`config.mk`:
```
export PLATFORM = sky130hd
export DESIGN_NAME = v810_bus_ctrl
export DESIGN_NICKNAME = d
export VERILOG_FILES = /design/src/rtl/v810_bus_ctrl.sv
export SDC_FILE = /design/constraint.sdc
export NUM_CORES = 1
export LEC_CHECK = 0
export ABC_AREA = 0
export BUFFER_PORTS_ARGS = -buffer_cell sky130_fd_sc_hd__buf_4
export CAP_MARGIN = 20
export CORE_MARGIN = 3
export CORE_UTILIZATION = 55
export DETAILED_ROUTE_END_ITERATION = 7
export GPL_TIMING_DRIVEN = 0
export HOLD_SLACK_MARGIN = 0.1
export PLACE_DENSITY = 0.89
export SYNTH_ARGS = -nofsm -noshare
export SYNTH_HDL_FRONTEND = slang
export SYNTH_SLANG_ARGS = --single-unit
```
`constraint.sdc`:
```
create_clock -name CLK -period 4.2 [get_ports CLK]
set_clock_uncertainty 0.1 [all_clocks]
set_input_delay 0.42 -clock CLK [delete_from_list [all_inputs] [get_ports CLK]]
set_output_delay 0.42 -clock CLK [all_outputs]
set_load 0.05 [all_outputs]
```
`src/rtl/v810_bus_ctrl.sv`:
```
// External-bus chip-select / wait-state controller for the v810 memory bus side.
// Optional build macro V810_BUS_CTRL_TIMEOUT_EN adds a WAITn stall timeout that raises BERR.
module v810_bus_ctrl #(
    parameter logic [15:0] WS_DEFAULT  = 16'h0000,
    parameter logic [3:0]  W16_DEFAULT = 4'b0000,
    parameter int unsigned TIMEOUT     = 64
) (
    input  logic        CLK,
    input  logic        RES,
    input  logic        CE,
    input  logic [31:0] A,
    input  logic        BCYSTn,
    input  logic        MRQn,
    input  logic        DAn,
    input  logic        RW,
    input  logic        WAITn,
    output logic        READYn,
    output logic        SZRQn,
    output logic [3:0]  CSn,
    output logic        OEn,
    output logic        WEn,
    output logic        BUSY,
    output logic        BERR,
    input  logic        CFG_WE,
    input  logic [1:0]  CFG_IDX,
    input  logic [4:0]  CFG_WD
);

    localparam int unsigned NREG = 4;
    localparam int unsigned WS_W = 4;
    localparam int unsigned TO_W = 8;

    typedef enum logic [1:0] {
        S_IDLE = 2'd0,
        S_WAIT = 2'd1,
        S_RDY  = 2'd2
    } state_t;

    state_t            state_q, state_d;
    logic [1:0]        reg_q, reg_d;
    logic              mem_q, mem_d;
    logic              rw_q, rw_d;
    logic              w16_q, w16_d;
    logic [WS_W-1:0]   cnt_q, cnt_d;
    logic              berr_d;
    logic [TO_W-1:0]   to_q, to_d;

    logic [WS_W-1:0]   ws_q [NREG];
    logic [NREG-1:0]   w16cfg_q;

    logic              ready_d, szrq_d, oen_d, wen_d, busy_d, berr_out_d;
    logic [3:0]        csn_d;

    logic              unused_ok;
    assign unused_ok = ^{A[29:0], TO_W'(TIMEOUT)};

    // State, latched cycle attributes, registered outputs and region config
    always_ff @(posedge CLK or posedge RES) begin
        if (RES) begin
            state_q  <= S_IDLE;
            reg_q    <= 2'd0;
            mem_q    <= 1'b0;
            rw_q     <= 1'b0;
            w16_q    <= 1'b0;
            cnt_q    <= '0;
            to_q     <= '0;
            READYn   <= 1'b1;
            SZRQn    <= 1'b1;
            CSn      <= 4'hF;
            OEn      <= 1'b1;
            WEn      <= 1'b1;
            BUSY     <= 1'b0;
            BERR     <= 1'b0;
            w16cfg_q <= W16_DEFAULT;
            for (int i = 0; i < NREG; i++) begin
                ws_q[i] <= WS_DEFAULT[WS_W*i +: WS_W];
            end
        end else if (CE) begin
            state_q <= state_d;
            reg_q   <= reg_d;
            mem_q   <= mem_d;
            rw_q    <= rw_d;
            w16_q   <= w16_d;
            cnt_q   <= cnt_d;
            to_q    <= to_d;
            READYn  <= ready_d;
            SZRQn   <= szrq_d;
            CSn     <= csn_d;
            OEn     <= oen_d;
            WEn     <= wen_d;
            BUSY    <= busy_d;
            BERR    <= berr_out_d;
            if (CFG_WE) begin
                ws_q[CFG_IDX]     <= CFG_WD[3:0];
                w16cfg_q[CFG_IDX] <= CFG_WD[4];
            end
        end
    end

    // Next-state: cnt holds remaining fixed waits minus one, so WAITn is sampled in the last wait cycle
    always_comb begin
        state_d = state_q;
        reg_d   = reg_q;
        mem_d   = mem_q;
        rw_d    = rw_q;
        w16_d   = w16_q;
        cnt_d   = cnt_q;
        to_d    = to_q;
        berr_d  = 1'b0;
        case (state_q)
            S_IDLE, S_RDY: begin
                if (!BCYSTn) begin
                    reg_d = A[31:30];
                    mem_d = !MRQn;
                    rw_d  = RW;
                    w16_d = !MRQn && w16cfg_q[A[31:30]];
                    to_d  = '0;
                    if (!MRQn && (ws_q[A[31:30]] != '0)) begin
                        state_d = S_WAIT;
                        cnt_d   = WS_W'(ws_q[A[31:30]] - WS_W'(1));
                    end else begin
                        state_d = S_RDY;
                        cnt_d   = '0;
                    end
                end else begin
                    state_d = S_IDLE;
                end
            end
            S_WAIT: begin
                if (DAn) begin
                    state_d = S_IDLE;
                end else if (cnt_q != '0) begin
                    cnt_d = WS_W'(cnt_q - WS_W'(1));
                end else if (WAITn) begin
                    state_d = S_RDY;
                end else begin
`ifdef V810_BUS_CTRL_TIMEOUT_EN
                    if (to_q == TO_W'(TIMEOUT - 1)) begin
                        state_d = S_RDY;
                        berr_d  = 1'b1;
                    end else begin
                        to_d = TO_W'(to_q + TO_W'(1));
                    end
`else
                    to_d = to_q;
`endif
                end
            end
            default: state_d = S_IDLE;
        endcase
    end

    // Output decode from the upcoming state so every output is registered
    always_comb begin
        ready_d    = 1'b1;
        szrq_d     = 1'b1;
        csn_d      = 4'hF;
        oen_d      = 1'b1;
        wen_d      = 1'b1;
        busy_d     = 1'b0;
        berr_out_d = 1'b0;
        if (state_d != S_IDLE) begin
            busy_d = 1'b1;
            if (mem_d) begin
                csn_d = ~(4'b0001 << reg_d);
                oen_d = !rw_d;
                wen_d = rw_d;
            end
        end
        if (state_d == S_RDY) begin
            ready_d    = 1'b0;
            szrq_d     = !w16_d;
            berr_out_d = berr_d;
        end
    end

endmodule
```
==> out/results.ini <==
[power]
p_int_w = 0.000748
cellPowerDensity_nw_per_um2 = 478
p_sw_w = 0.000361
comb_power_share = 0.302
seqPwrFrac = 0.469
swShare = 0.325
vdd_drop_max_uv = 303
clkPwrFrac = 0.230
leakagePower_nw = 1.01

[global_route]
grt_pass1_wl_um = 6780
grt_usage = 0.211
antenna_found_initial = 0
grt_overflow = 0
grt_max_degree = 41
first_global_vias = 1426

[sta]
max_freq_mhz = 471
rsz0062_at_grt = no
fin_crit_ns = 2.12
hold_viol_final = 0
tightest_slew_ns = 0.797
slew-limit-headroom = 0.468
finalSetupViolCount = 0
period_share = 0.506
fin_setup_tns_ns = 0
final-max-slew-violation-count = 0

[cts]
clockRootBuffer = clkbuf_4
cts_setup_buffers = 0
clk_pin_slew_worst_paths_ns = 0.12
ctsResizeCount = 0
cts_tree = done
cts_hold_buf = 0
cts_made_buffers = 5
clock_sinks = 40
clk_latency_ns = 0.35
cts_buffer_depth = 2
htree_num_levels = 2

[min_path]
hp-class = input pin to async pin

[critical_path]
path_buf_inv = 2
timing.rr.start = ws_q[8]
max_stage_delay_ns = 0.49
crit_slowest_cell = mux4_2
setup.worst_path.start = ws_q[8]
required_ns = 4.40
reg2reg_to = state_q[1]
path_delay_family = compound AO/OA/AOI/OAI gates
crit_type = flip-flop to flip-flop
cp-end-kind = flip-flop
cp_common_cell = inv_1
r2r_setup_slack_ns = 2.08
cp_cell_sequence = mux4_2, inv_1, ha_1, inv_1, o31a_1, o221ai_2, o21a_1
worst-path-max-fanout = 4
worstSetupStartpointType = flip-flop
r2r_cells = 7
cp_data_arrival_time_ns = 2.33

[yosys]
synth_seq_cells = 40
yosysSeqAreaShare = 0.505
synth_top_cell_by_area = dfrtp_1
yosysMostFrequentCell = dfrtp_1
syn-num-nets = 226
ys_warn_count = 0
ys.flop_type = dfrtp_1
yosys-top-cells-area = dfrtp_1 40%, mux2_2 12%, dfstp_2 11%
yosys.cell_types.count = 43
synthTopCellsByCount = 32 x dfrtp_1, 21 x mux2_2, 18 x nor2_1
avgSynthCellArea_sq_um = 11.5
async_reset_ff_frac = 1.00
syn_area_sq_um = 2000
synth_top_area_frac = 0.400
synth_edf_count = 0
syn_inst = 174

[detailed_routing]
drc = 0
drt-wirelength-per-cell_um = 16.4
drtIter0Drc = 94
drt-total-wl_um = 4130
drt-pass1-iter-count = 4
vias = 1466
via_per_inst = 5.82
drtAntennaViolNets = 0

[floorplan]
io_pins = 58
rows = 21
fp.dieH_um = 66.3
coreArea_sq_um = 3420
start_util = 0.586
die_area_sq_um = 4400
die_w_um = 66.3

[placed_design]
place_area_sq_um = 2240
numPortBuffers = 24
dp_hpwl_um = 2980
gp_congestion = 0.832

[final_layout]
syn2layout_area_growth_pct = 15.9
layout-drive-gt1-share = 0.374
diodes = 0
fin_area_sq_um = 2320
nNetsFinal = 257

[outcome]
run_status = completed

[run]
cap_violations = 0

-- layer usage --
| layer | global-route usage | vias up | wire length [um] |
|---|---|---|---|
| li1 | - | 689 | - |
| met1 | 0.261 | 740 | 1780 |
| met2 | 0.353 | 28 | 2120 |
| met3 | 0.0595 | 9 | 164 |
| met4 | 0.0685 | 0 | 64 |
| met5 | 0 | - | 0 |
-- layout by cell type, fill, tap and decap left out, types with 3 or more instances in the layout --
| cell | instances |
|---|---|
| a21oi_1 | 8 |
| a31oi_1 | 5 |
| buf_4 | 25 |
| clkbuf_1 | 3 |
| clkbuf_4 | 5 |
| dfrtp_1 | 32 |
| dfstp_2 | 8 |
| ha_1 | 4 |
| inv_1 | 10 |
| mux2_2 | 21 |
| mux2i_1 | 4 |
| mux4_2 | 5 |
| nand2_1 | 10 |
| nand4_1 | 3 |
| nor2_1 | 18 |
| nor3_1 | 4 |
| o21ai_0 | 5 |
-- state kept, by name, summed over array words and instances, names as in the netlist --
name      flops
ws_q         16
CSn           4
cnt_q         4
w16cfg_q      4
reg_q         2
state_q       2
BUSY          1
OEn           1
READYn        1
SZRQn         1
WEn           1
mem_q         1
rw_q          1
w16_q         1
-- per-stage QoR --
stage	power, W	hold WS, ns	util	setup WS (ns)	instances
final	0.00111	0.113	0.679	2.08	252
after global placement	0.000838	0.354	0.655	1.87	244
after global routing	0.00117	0.156	0.679	2.00	252
after detailed placement	0.000859	0.362	0.655	1.85	244
after floorplan	0.000768	0.342	-	2.02	174
after CTS	0.00111	0.137	0.679	2.10	252
-- worst reg2reg max path: stages, from the launching register on --
cell	delay, ns
dfrtp_1	0.40
mux4_2	0.49
inv_1	0.12
ha_1	0.15
inv_1	0.06
o31a_1	0.38
o221ai_2	0.25
o21a_1	0.15
-- worst max-delay path by stage --
stage	to	depth (start not counted)	slack, ns
2_1_floorplan	state_q[0]	8	2.02
3_3_place_gp	READYn	8	1.87
3_5_place_dp	READYn	8	1.85
4_1_cts	state_q[1]	7	2.10
5_1_grt	state_q[1]	7	2.00
6_report	state_q[1]	7	2.08
-- logic make-up (layout without fill, tap and decap cells) --
| group | after synthesis | count (layout) | share of synthesized area |
|---|---|---|---|
| XOR/XNOR | 1 | 1 | 0.00438 |
| multiplexers | 30 | 30 | 0.194 |
| AND/OR/NAND/NOR | 47 | 47 | 0.114 |
| AO/OA/AOI/OAI | 32 | 32 | 0.113 |
| other | 1 | 1 | 0.00187 |
| buffers and inverters | 19 | 51 | 0.0419 |
| adder cells (fa/ha/maj) | 4 | 4 | 0.0250 |
| flip-flops | 40 | 40 | 0.505 |
-- power by group through the flow --
| stage | sequential [W] | clock, W | combinational (W) |
|---|---|---|---|
| 6_report | 0.000520 | 0.000255 | 0.000334 |
| 5_1_grt | 0.000530 | 0.000272 | 0.000366 |
| 4_1_cts | 0.000519 | 0.000258 | 0.000336 |
| 3_5_place_dp | 0.000526 | 0 | 0.000333 |
| 3_3_place_gp | 0.000522 | 0 | 0.000316 |
| 2_1_floorplan | 0.000545 | 0 | 0.000224 |
-- layout make-up --
type | instances | area [sq um]
fill | 254 | 1100
clock inverter | 3 | 42.5
multi-input combinational | 115 | 906
buffer | 8 | 42.5
inverter | 11 | 41.3
clock buffer | 5 | 37.5
timing repair buffer | 24 | 180
sequential | 40 | 1010
tap | 46 | 57.6
(Power assumes the default switching activity.)
